<file path="src/rtl/lsu_mem_arbiter.sv">
// Round-robin arbiter giving NUM_LSUS load/store units one shared data-memory port, one transaction at a time.
// Latency: grant in cycle 0, memory request from cycle 1, response pass-through from cycle 2, re-arbitration in cycle 3.
// Backpressure: a stalled memory request or response channel holds the FSM; latched request fields stay stable.
module lsu_mem_arbiter #(
  parameter int NUM_LSUS        = 4,
  parameter int DATA_ADDR_WIDTH = 8,
  parameter int DATA_WIDTH      = 16
) (
  input  logic                                 clk,
  input  logic                                 reset,
  input  logic [NUM_LSUS-1:0]                  lsu_read_req_val,
  input  logic [NUM_LSUS*DATA_ADDR_WIDTH-1:0]  lsu_read_req_addr,
  output logic [NUM_LSUS-1:0]                  lsu_read_req_rdy,
  output logic [NUM_LSUS-1:0]                  lsu_read_resp_val,
  output logic [DATA_WIDTH-1:0]                lsu_read_resp_data,
  input  logic [NUM_LSUS-1:0]                  lsu_read_resp_rdy,
  input  logic [NUM_LSUS-1:0]                  lsu_write_req_val,
  input  logic [NUM_LSUS*DATA_ADDR_WIDTH-1:0]  lsu_write_req_addr,
  input  logic [NUM_LSUS*DATA_WIDTH-1:0]       lsu_write_req_data,
  output logic [NUM_LSUS-1:0]                  lsu_write_req_rdy,
  output logic [NUM_LSUS-1:0]                  lsu_write_resp_val,
  output logic                                 mem_read_req_val,
  output logic [DATA_ADDR_WIDTH-1:0]           mem_read_req_addr,
  input  logic                                 mem_read_req_rdy,
  input  logic                                 mem_read_resp_val,
  input  logic [DATA_WIDTH-1:0]                mem_read_resp_data,
  output logic                                 mem_read_resp_rdy,
  output logic                                 mem_write_req_val,
  output logic [DATA_ADDR_WIDTH-1:0]           mem_write_req_addr,
  output logic [DATA_WIDTH-1:0]                mem_write_req_data,
  input  logic                                 mem_write_req_rdy,
  input  logic                                 mem_write_resp_val,
  output logic                                 busy,
  output logic [$clog2(NUM_LSUS)-1:0]          grant_id
);

  localparam int GW = $clog2(NUM_LSUS);

  typedef enum logic [2:0] {
    IDLE,
    READ_REQ,
    READ_WAIT,
    WRITE_REQ,
    WRITE_WAIT
  } state_t;

  state_t                     state;
  logic [GW-1:0]              rr_ptr;
  logic [GW-1:0]              win;
  logic                       found;
  logic [NUM_LSUS-1:0]        req;
  logic [GW-1:0]              nxt_ptr;
  logic [31:0]                idx;
  logic [DATA_ADDR_WIDTH-1:0] lat_addr;
  logic [DATA_WIDTH-1:0]      lat_data;

  assign req     = lsu_read_req_val | lsu_write_req_val;
  assign nxt_ptr = (grant_id == GW'(NUM_LSUS - 1)) ? '0 : grant_id + 1'b1;

  // Both memory request channels carry the single latched address; only one valid is ever high.
  assign mem_read_req_addr  = lat_addr;
  assign mem_write_req_addr = lat_addr;
  assign mem_write_req_data = lat_data;

  // Pick the first requester at or above rr_ptr, wrapping around.
  always_comb begin
    found = 1'b0;
    win   = '0;
    idx   = '0;
    for (int k = 0; k < NUM_LSUS; k++) begin
      idx = 32'(rr_ptr) + 32'(k);
      if (idx >= 32'(NUM_LSUS)) idx = idx - 32'(NUM_LSUS);
      if (!found && req[idx[GW-1:0]]) begin
        found = 1'b1;
        win   = idx[GW-1:0];
      end
    end
  end

  // Accept strobe for the winner only; a read beats a write from the same LSU.
  always_comb begin
    lsu_read_req_rdy  = '0;
    lsu_write_req_rdy = '0;
    if (reset && state == IDLE && found) begin
      if (lsu_read_req_val[win]) lsu_read_req_rdy[win]  = 1'b1;
      else                       lsu_write_req_rdy[win] = 1'b1;
    end
  end

  // Route memory responses to the granted LSU only while waiting for them.
  always_comb begin
    lsu_read_resp_val  = '0;
    lsu_write_resp_val = '0;
    lsu_read_resp_data = '0;
    mem_read_resp_rdy  = 1'b0;
    if (state == READ_WAIT) begin
      lsu_read_resp_val[grant_id] = mem_read_resp_val;
      lsu_read_resp_data          = mem_read_resp_data;
      mem_read_resp_rdy           = lsu_read_resp_rdy[grant_id];
    end
    if (state == WRITE_WAIT) begin
      lsu_write_resp_val[grant_id] = mem_write_resp_val;
    end
  end

  // Transaction FSM with registered memory-request, busy and grant outputs.
  always_ff @(posedge clk) begin
    if (!reset) begin
      state             <= IDLE;
      rr_ptr            <= '0;
      grant_id          <= '0;
      busy              <= 1'b0;
      mem_read_req_val  <= 1'b0;
      mem_write_req_val <= 1'b0;
      lat_addr          <= '0;
      lat_data          <= '0;
    end else begin
      case (state)
        IDLE: begin
          if (found) begin
            grant_id <= win;
            busy     <= 1'b1;
            if (lsu_read_req_val[win]) begin
              lat_addr         <= lsu_read_req_addr[win*DATA_ADDR_WIDTH +: DATA_ADDR_WIDTH];
              mem_read_req_val <= 1'b1;
              state            <= READ_REQ;
            end else begin
              lat_addr          <= lsu_write_req_addr[win*DATA_ADDR_WIDTH +: DATA_ADDR_WIDTH];
              lat_data          <= lsu_write_req_data[win*DATA_WIDTH +: DATA_WIDTH];
              mem_write_req_val <= 1'b1;
              state             <= WRITE_REQ;
            end
          end
        end
        READ_REQ: begin
          if (mem_read_req_rdy) begin
            mem_read_req_val <= 1'b0;
            state            <= READ_WAIT;
          end
        end
        READ_WAIT: begin
          if (mem_read_resp_val && lsu_read_resp_rdy[grant_id]) begin
            busy   <= 1'b0;
            rr_ptr <= nxt_ptr;
            state  <= IDLE;
          end
        end
        WRITE_REQ: begin
          if (mem_write_req_rdy) begin
            mem_write_req_val <= 1'b0;
            state             <= WRITE_WAIT;
          end
        end
        WRITE_WAIT: begin
          if (mem_write_resp_val) begin
            busy   <= 1'b0;
            rr_ptr <= nxt_ptr;
            state  <= IDLE;
          end
        end
        default: state <= IDLE;
      endcase
    end
  end

endmodule

</file>
<file path="config.mk">
export PLATFORM = sky130hd
export DESIGN_NAME = lsu_mem_arbiter
export DESIGN_NICKNAME = d
export VERILOG_FILES = /design/src/rtl/lsu_mem_arbiter.sv
export SDC_FILE = /design/constraint.sdc
export NUM_CORES = 1
export LEC_CHECK = 0
export ABC_AREA = 0
export CAP_MARGIN = 40
export CELL_PAD_IN_SITES_DETAIL_PLACEMENT = 0
export CELL_PAD_IN_SITES_GLOBAL_PLACEMENT = 1
export CORE_UTILIZATION = 21
export CTS_BUF_LIST = sky130_fd_sc_hd__clkbuf_8
export CTS_CLUSTER_SIZE = 8
export DETAILED_ROUTE_END_ITERATION = 16
export PLACE_DENSITY_LB_ADDON = 0.25
export SYNTH_ARGS = -nofsm -noshare
export SYNTH_HDL_FRONTEND = slang
export SYNTH_SLANG_ARGS = --single-unit
</file>
<file path="constraint.sdc">
create_clock -name clk -period 3.45 [get_ports clk]
set_input_delay 0.69 -clock clk [delete_from_list [all_inputs] [get_ports clk]]
set_output_delay 0.69 -clock clk [all_outputs]
set_load 0.005 [all_outputs]
</file>
* After elaboration in Yosys (flattened, before gate mapping)
Cells that the tools add are included.
W data, S select, Z words.
** Storage, ports and cells
- Flip-flop bits (word level) :: 34
- Bits in latches :: 0
- Memory bits (writable) :: 0
- ROM bits :: 0
- Input bits :: 162
- Output and inout bits :: 70
- Logic and storage cells :: 130
- Memories kept :: 0
** Operators by class
- Add/sub/neg operators :: 8
- Multipliers :: 0
- Div/mod/pow operators :: 0
- Order comparisons :: 12
- Equality and inequality tests :: 12
- Shift operators :: 3
- Multiplexer cells :: 60
- Bitwise operators :: 4
- Reduce and logical (&&, ||, !) cells :: 23
** Operators with widths (number)
- $shiftx A32 B6 Y8 :: 2
- $shiftx A64 B7 Y16 :: 1
- $mux W2 :: 12
- $mux W4 :: 6
- $mux W1 :: 22
- $lt A2 B3 Y1 const B :: 6
- $mux W16 :: 1
- $mux W3 :: 5
- $pmux W3 S5 :: 1
- $bmux W1 S2 :: 6
- $reduce_and A4 Y1 :: 3
- $ne A2 B2 Y1 const B :: 5
- $ge A3 B3 Y1 const B :: 3
- $and A4 B4 Y4 :: 2
- $logic_and A1 B1 Y1 :: 8
- $mux W8 :: 1
- $sub A2 B1 Y2 const B :: 4
- $add A2 B2 Y3 const B :: 2
- $eq A3 B2 Y1 const B :: 2
- $reduce_and A3 Y1 :: 2
- $reduce_bool A2 Y1 :: 3
- $reduce_and A5 Y1 :: 1
- $demux W1 S2 :: 2
- $ge A2 B1 Y1 const B :: 2
- 16 further kinds :: 20

* Logic depth before layout (Yosys ltp)
Gate-level depths: netlist of the first run.
- Depth in word-level cells :: 20
- Gate-level depth with buffers :: 10
- Gate-level depth less buffers :: 7

* Worst setup path after synthesis of the first run
OpenSTA, ideal clock, no wires.
- Path type :: input port to output port
- Start point :: in lsu_write_req_val[1]
- End point :: out lsu_write_req_rdy[1]
- Arrival :: 2.247 ns
- Data required time :: 2.760 ns
- Slack :: 0.513 ns
- Cell stages on the path :: 8
- Path buffers :: 2
- Cells stage by stage :: or2_1 > o311a_1 > o21ai_2 > a21oi_2 > or2_1 > buf_6 > buf_4 > nor3_1
** Between the ends
- Cells in the longest elaborated chain, start to end :: 19
- Elaborated cells on any way between the ends :: 33
** Ends and longest elaborated chain
- start, declared :: RTL line 17 : input logic [NUM_LSUS-1:0] lsu_write_req_val,
- $or A4 B4 Y4 * :: RTL line 57 : assign req = lsu_read_req_val | lsu_write_req_val;
- $bmux W1 S2 :: RTL line 73 : if (!found && req[idx[GW-1:0]]) begin
- $mux W1 (not written as such) :: RTL line 73
- $mux W1 :: RTL line 73
- $logic_not A1 Y1 :: RTL line 73
- $logic_and A1 B1 Y1 :: RTL line 73
- $mux W1 :: RTL line 73
- $logic_not A1 Y1 :: RTL line 73
- (+3 left out)
- $logic_and A1 B1 Y1 :: RTL line 73
- $mux W2 :: RTL line 73
- $lt A2 B3 Y1 (not written as such) / $ge A2 B1 Y1 (equally long branches) :: RTL line 86 : else lsu_write_req_rdy[win] = 1'b1;
- $logic_and A1 B1 Y1 (not written as such) :: RTL line 86
- $mux W1 (not written as such) :: RTL line 86
- $demux W1 S2 :: RTL line 86
- $mux W4 :: RTL line 85 : if (lsu_read_req_val[win]) lsu_read_req_rdy[win] = 1'b1;
- $mux W4 * :: RTL line 84 : if (reset && state == IDLE && found) begin
- end, declared :: RTL line 20 : output logic [NUM_LSUS-1:0] lsu_write_req_rdy,
Every way passes the cells marked *; elsewhere a longest branch is shown, timed or not. The select of a mux whose other input is x is not followed.

* Final worst setup path of the first run
- Start point :: in lsu_write_req_val[1]
- End point :: out lsu_write_req_rdy[0]
The elaborated chain is that of the path after synthesis.

==> flow_summary.json, run 1 <==
{
  "status": "completed",
  "fmax_ghz": 0.3000,
  "yosysWarnings": 0,
  "synth_top_area_cell": "dfxtp_1",
  "synth_edf_count": 0,
  "worstRegToRegCells": 8,
  "track_usage": 0.1683,
  "finalHoldViolations": 0,
  "synth_xor_area_frac": 0,
  "viasPerCell": 4.594,
  "fin_nets": 839,
  "seq_area_frac_synth": 0.2386,
  "cp.arrival_ns": 2.64,
  "ys_seq_elements": 34,
  "clk_latency_ns": 0.30,
  "slowest_delay_ns": 0.42,
  "first_pass_iters": 4,
  "rows": 42,
  "synthMostInstantiatedCell": "nand2_1",
  "worstSetupPathType": "input pin to output port",
  "cts_sinks": 34,
  "clkTransAtPathRegs_ns": 0.07,
  "maxSlewHeadroom": 0.5755,
  "dieArea_mm2": 0.01405,
  "grt_pass1_vias": 3648,
  "synth_cell_types": 40,
  "start_util": 0.2154,
  "endpoint_kind": "output port",
  "synth_ff_type": "dfxtp_1",
  "cts_buffers": 5,
  "fin_util": 0.4263,
  "peakVddDrop_v": 0.0001341,
  "antenna_found_initial": 0,
  "synth_area_per_cell_um2": 6.440,
  "holdCritPathClass": "flip-flop to flip-flop",
  "drtIter0Drc": 114,
  "p_leak_nw": 2.257,
  "drive_above_1_share": 0.1009,
  "post-place-ws_ns": -0.2602,
  "setup_viol": 0,
  "cts_root_buffer": "clkbuf_8",
  "netlist_area_mm2": 0.002853,
  "fp.dieW_um": 118.6,
  "rsz0062_at_grt": "false",
  "fin_crit_sh": 0.9661,
  "grt_start_max_net_pins": 64,
  "n_fill_cell": 1406,
  "maxCapViolCount": 0,
  "port_buffers": 231,
  "gp_congestion": 0.8291,
  "cp.required_ns": 2.76,
  "grt_first_pass_wirelength_mm": 18.77,
  "synth_top_area_frac": 0.2386,
  "synthArstFlopShare": 0,
  "hpwlAfterDp_mm": 9.657,
  "die_h_um": 118.6,
  "powerDensity_mw_per_mm2": 429.3,
  "synthSimpleGateAreaFrac": 0.3912,
  "final_antenna_net_count": 0,
  "crit_path_max_fanout": 4,
  "yosys-top-cells-area": "dfxtp_1, nand2_1, nand3_1",
  "wirelength_mm": 12.24,
  "drcViolationCount": 0,
  "core_mm2": 0.01324,
  "pin_count": 232,
  "antenna_cells": 0,
  "worstMarginPinSlew_ns": 0.6367,
  "synth_compound_area_frac": 0.2575,
  "synth_fa_ha_area_frac": 0.01754,
  "grt_overflow_total": 0,
  "syn_to_final_growth_pct": 97.89,
  "cts.path.max_buffers": 2,
  "htreeDepth": 2,
  "final-max-slew-violation-count": 0,
  "min_path_cells": 2,
  "muxShareOfSynthArea": 0.01140,
  "crit_chain": "clkdlybuf4s50_1 > or2_1 > o311a_4 > o21ai_2 > a21oi_2 > buf_4 > nor4_2 > dlygate4sd2_1",
  "cp_slowest_cell": "o311a_4",
  "layout_setup_ws_ns": 0.1168,
  "routedWlPerCell_um": 14.40,
  "vias": 3905,
  "tritoncts": "built",
  "netlist_instances": 443,
  "syn_nets": 609,
  "fin_skew_ns": 0.006197,
  "period_minus_slack_ns": 3.333,
  "startpoint_type": "input pin",
  "synth_top_family_by_area": "simple AND/OR/NAND/NOR gates",
  "synthTopCellsByCount": "nand2_1, nand3_1, a21oi_1"
}
[power by group]
| group | leakage [nW] | internal (mW) | switching, mW |
|---|---|---|---|
| combinational | 1.91 | 0.764 | 0.587 |
| clock | 0.0714 | 0.308 | 0.165 |
| sequential | 0.280 | 0.507 | 0.0925 |
| total | 2.26 | 1.58 | 0.845 |
[placed cells by master (no fill, tap or decap), types with 4 or more instances in the layout]
cell type and count:
a31oi_1 10, and2_1 22, o21a_1 4, inv_1 5
o21ai_0 11, a21boi_1 20, nand3_1 48, nor2_1 7
buf_4 34, a22oi_1 8, and3_1 7, ha_1 4
a21oi_1 36, nor3_2 5, nand2_1 131, dfxtp_1 34
a221o_1 8, clkbuf_8 6, clkdlybuf4s50_1 225
[cell families (layout without fill, tap and decap cells)]
kind of cell / after synthesis / count (layout)
adder cells (fa/ha/maj): 4 / 4
buffers and inverters: 48 / 279
flip-flops: 34 / 34
AND/OR/NAND/NOR: 244 / 244
multiplexers: 2 / 2
AO/OA/AOI/OAI: 111 / 111
[cell type report]
cell class	count	area, um^2	share of cell area
clock buffers	6	82.58	0.01463
clock inverters	2	60.06	0.01064
inverters	5	18.77	0.003324
multi-input cells	361	2023	0.3584
flip-flops and latches	34	680.7	0.1206
well taps	176	220.2	0.03901
repair buffers	266	2560	0.4535
[worst paths after layout]
kind | from | to | slack [ns]
worst max-delay path | lsu_write_req_val[1] | lsu_write_req_rdy[0] | 0.12
worst min-delay path | mem_write_req_data[10]$_SDFFE_PN0P_ | mem_write_req_data[10]$_SDFFE_PN0P_ | 0.45
worst max register to register | rr_ptr[1]$_SDFFE_PN0P_ | mem_read_req_addr[2]$_SDFFE_PN0P_ | 0.94
worst min register to register | mem_write_req_data[10]$_SDFFE_PN0P_ | mem_write_req_data[10]$_SDFFE_PN0P_ | 0.45
[stage by stage]
step	cells	power [mW]	setup TNS (ns)	area, um^2	hold WS (ns)
global route	850	2.600	0	5645	0.4674
CTS	850	2.444	0	5592	0.4554
floorplan	443	1.230	0	2853	0.4514
finish	850	2.424	0	5645	0.4543
detailed placement	841	1.956	-1.220	5439	0.4445
global placement	841	1.943	-1.103	5439	0.4407
[repair_timing]
action / in CTS / in global routing
setup buffers: 1 / 0
setup endpoints to repair: 7 / 6
hold buffers: 0 / 0
gates cloned: 0 / 0
resized for setup: 8 / 18
[critical path: cells and delay by family]
kind	cells	cell delay [ns]
AO/OA/AOI/OAI	3	0.65
buffers and inverters	3	0.87
AND/OR/NAND/NOR	2	0.43
[per-layer routing]
layer | wire length [um] | global-route usage | vias up
met5 | 0 | 0 | -
met4 | 113 | 0.04589 | 0
met3 | 878 | 0.03716 | 6
met2 | 6315 | 0.3216 | 160
met1 | 4928 | 0.1838 | 1756
li1 | - | - | 1983
[state kept, by name, indices dropped and copies added (netlist names)]
signal	flops
mem_write_req_data	16
state	3
grant_id	2
mem_read_req_val	1
busy	1
mem_write_req_val	1
rr_ptr	2
mem_read_req_addr	8
No activity file was read; power rests on OpenSTA's default activity.
==> inputs of run 2 (changes only) <==
--- a/constraint.sdc
+++ b/constraint.sdc
@@ -3,2 +3,2 @@
 set_output_delay 0.69 -clock clk [all_outputs]
-set_load 0.005 [all_outputs]
+set_load 0.02 [all_outputs]
==> flow_summary.json, run 2 (same netlist as run 1, synthesis figures left out) <==
{
  "hpwlAfterDp_mm": 9.739,
  "htreeDepth": 2,
  "antenna_cells": 0,
  "die_h_um": 118.6,
  "period_minus_slack_ns": 3.280,
  "pin_count": 232,
  "drcViolationCount": 0,
  "grt_start_max_net_pins": 63,
  "r2r_end": "mem_read_req_addr[4]$_SDFFE_PN0P_",
  "fin_skew_ns": 0.009180,
  "cts_sinks": 34,
  "rsz0062_at_grt": "false",
  "largest_reg_flops": 16,
  "fin_nets": 839,
  "grt_pass1_vias": 3773,
  "min_path_cells": 2,
  "dieArea_mm2": 0.01405,
  "hold_slack_ns": 0.4510,
  "timing.rr.start": "rr_ptr[1]$_SDFFE_PN0P_",
  "endpoint_kind": "output port",
  "vias": 3930,
  "syn_to_final_growth_pct": 95.96,
  "min-delay-start": "mem_write_req_data[10]$_SDFFE_PN0P_",
  "setup_viol": 0,
  "clkTransAtPathRegs_ns": 0.07,
  "final_antenna_net_count": 0,
  "routedWlPerCell_um": 14.61,
  "antenna_found_initial": 0,
  "worstRegToRegCells": 9,
  "crit_path_max_fanout": 3,
  "n_fill_cell": 1359,
  "worstMarginPinSlew_ns": 0.6342,
  "grt_overflow_total": 0,
  "wirelength_mm": 12.40,
  "layout_commonest_cell": "clkdlybuf4s50_1",
  "powerDensity_mw_per_mm2": 455.4,
  "layoutNonFillerInstCount": 849,
  "fin_util": 0.4221,
  "maxSlewHeadroom": 0.5772,
  "core_mm2": 0.01324,
  "fin_crit_sh": 0.9507,
  "dpl_cell_area_mm2": 0.005436,
  "clk_latency_ns": 0.29,
  "peakVddDrop_v": 0.0002039,
  "setup_tns_ns": 0,
  "worstSetupPathType": "input pin to output port",
  "drive_above_1_share": 0.08470,
  "gp_congestion": 0.8051,
  "cts_buffers": 5,
  "drtIter0Drc": 186,
  "tritoncts": "built",
  "grt_first_pass_wirelength_mm": 19.30,
  "fp.dieW_um": 118.6,
  "track_usage": 0.1725,
  "status": "completed",
  "cp-startpoint": "lsu_write_req_val[3]",
  "finalHoldViolations": 0,
  "postLayoutCellArea_mm2": 0.005590,
  "hold-path-endpoint": "mem_write_req_data[10]$_SDFFE_PN0P_",
  "startpoint_type": "input pin",
  "r2r_setup_slack_ns": 0.87,
  "p_leak_nw": 2.294,
  "place_inst": 841,
  "cp.required_ns": 2.76,
  "start_util": 0.2154,
  "cts.path.max_buffers": 2,
  "port_buffers": 231,
  "final-max-slew-violation-count": 0,
  "first_pass_iters": 5,
  "cts_root_buffer": "clkbuf_8",
  "holdCritPathClass": "flip-flop to flip-flop",
  "viasPerCell": 4.629,
  "maxCapViolCount": 0,
  "rows": 42,
  "cp.arrival_ns": 2.59,
  "fmax_ghz": 0.3049,
  "final_cell_mix": "clkdlybuf4s50_1, nand2_1, nand3_1, a21oi_1, buf_4"
}
## run 2: area by class of cell
| cell class | count | area (um^2) | share of cell area |
|---|---|---|---|
| clock inverters | 1 | 30.03 | 0.005372 |
| multi-input cells | 361 | 1983 | 0.3547 |
| flip-flops and latches | 34 | 680.7 | 0.1218 |
| repair buffers | 266 | 2575 | 0.4606 |
| well taps | 176 | 220.2 | 0.03939 |
| inverters | 5 | 18.77 | 0.003357 |
| clock buffers | 6 | 82.58 | 0.01477 |
## run 2: stage by stage
step | worst slack [ns] | total power [mW]
after floorplan | 0.1194 | 1.455
after global placement | -0.2919 | 2.169
after detailed placement | -0.3172 | 2.182
after CTS | 0.02028 | 2.580
after global routing | 0.05530 | 2.730
final | 0.1701 | 2.546
## run 2: what timing repair did
| action | CTS | global route |
|---|---|---|
| hold endpoints to repair | 0 | 0 |
| endpoints found under the setup margin | 8 | 2 |
| pin swaps | 2 | 3 |
| gates resized for setup | 13 | 9 |
| hold buffers | 0 | 0 |
| setup buffers | 1 | 0 |
## run 2: worst max path at each step
stage                      endpoint  slack [ns]  depth (start not counted)
6_report       lsu_write_req_rdy[1]        0.17                          9
5_1_grt        lsu_write_req_rdy[1]        0.06                          9
4_1_cts        lsu_write_req_rdy[1]        0.02                         10
3_5_place_dp   lsu_write_req_rdy[3]       -0.32                          7
3_3_place_gp   lsu_write_req_rdy[0]       -0.29                          8
2_1_floorplan  lsu_write_req_rdy[2]        0.12                          6
## run 2: power breakdown
part           total [mW]  leakage, nW  switching [mW]  internal, mW
registers           0.599        0.280          0.0921         0.507
clock network       0.387       0.0573           0.156         0.231
logic                1.56         1.96           0.801         0.759
## run 2: metal layers
metal / part of all wire / track usage / vias to the layer above
li1: - / - / 1986
met2: 0.51 / 0.3286 / 162
met4: 0.0079 / 0.04193 / 0
met1: 0.41 / 0.1924 / 1776
met3: 0.072 / 0.03620 / 6
met5: 0 / 0 / -
## run 2: critical path: stages
cell	delay, ns
clkdlybuf4s50_1	0.45
nor2_1	0.21
a21boi_0	0.11
o21ai_0	0.31
a21oi_2	0.11
buf_4	0.16
or2_4	0.24
nor3_4	0.17
buf_6	0.14
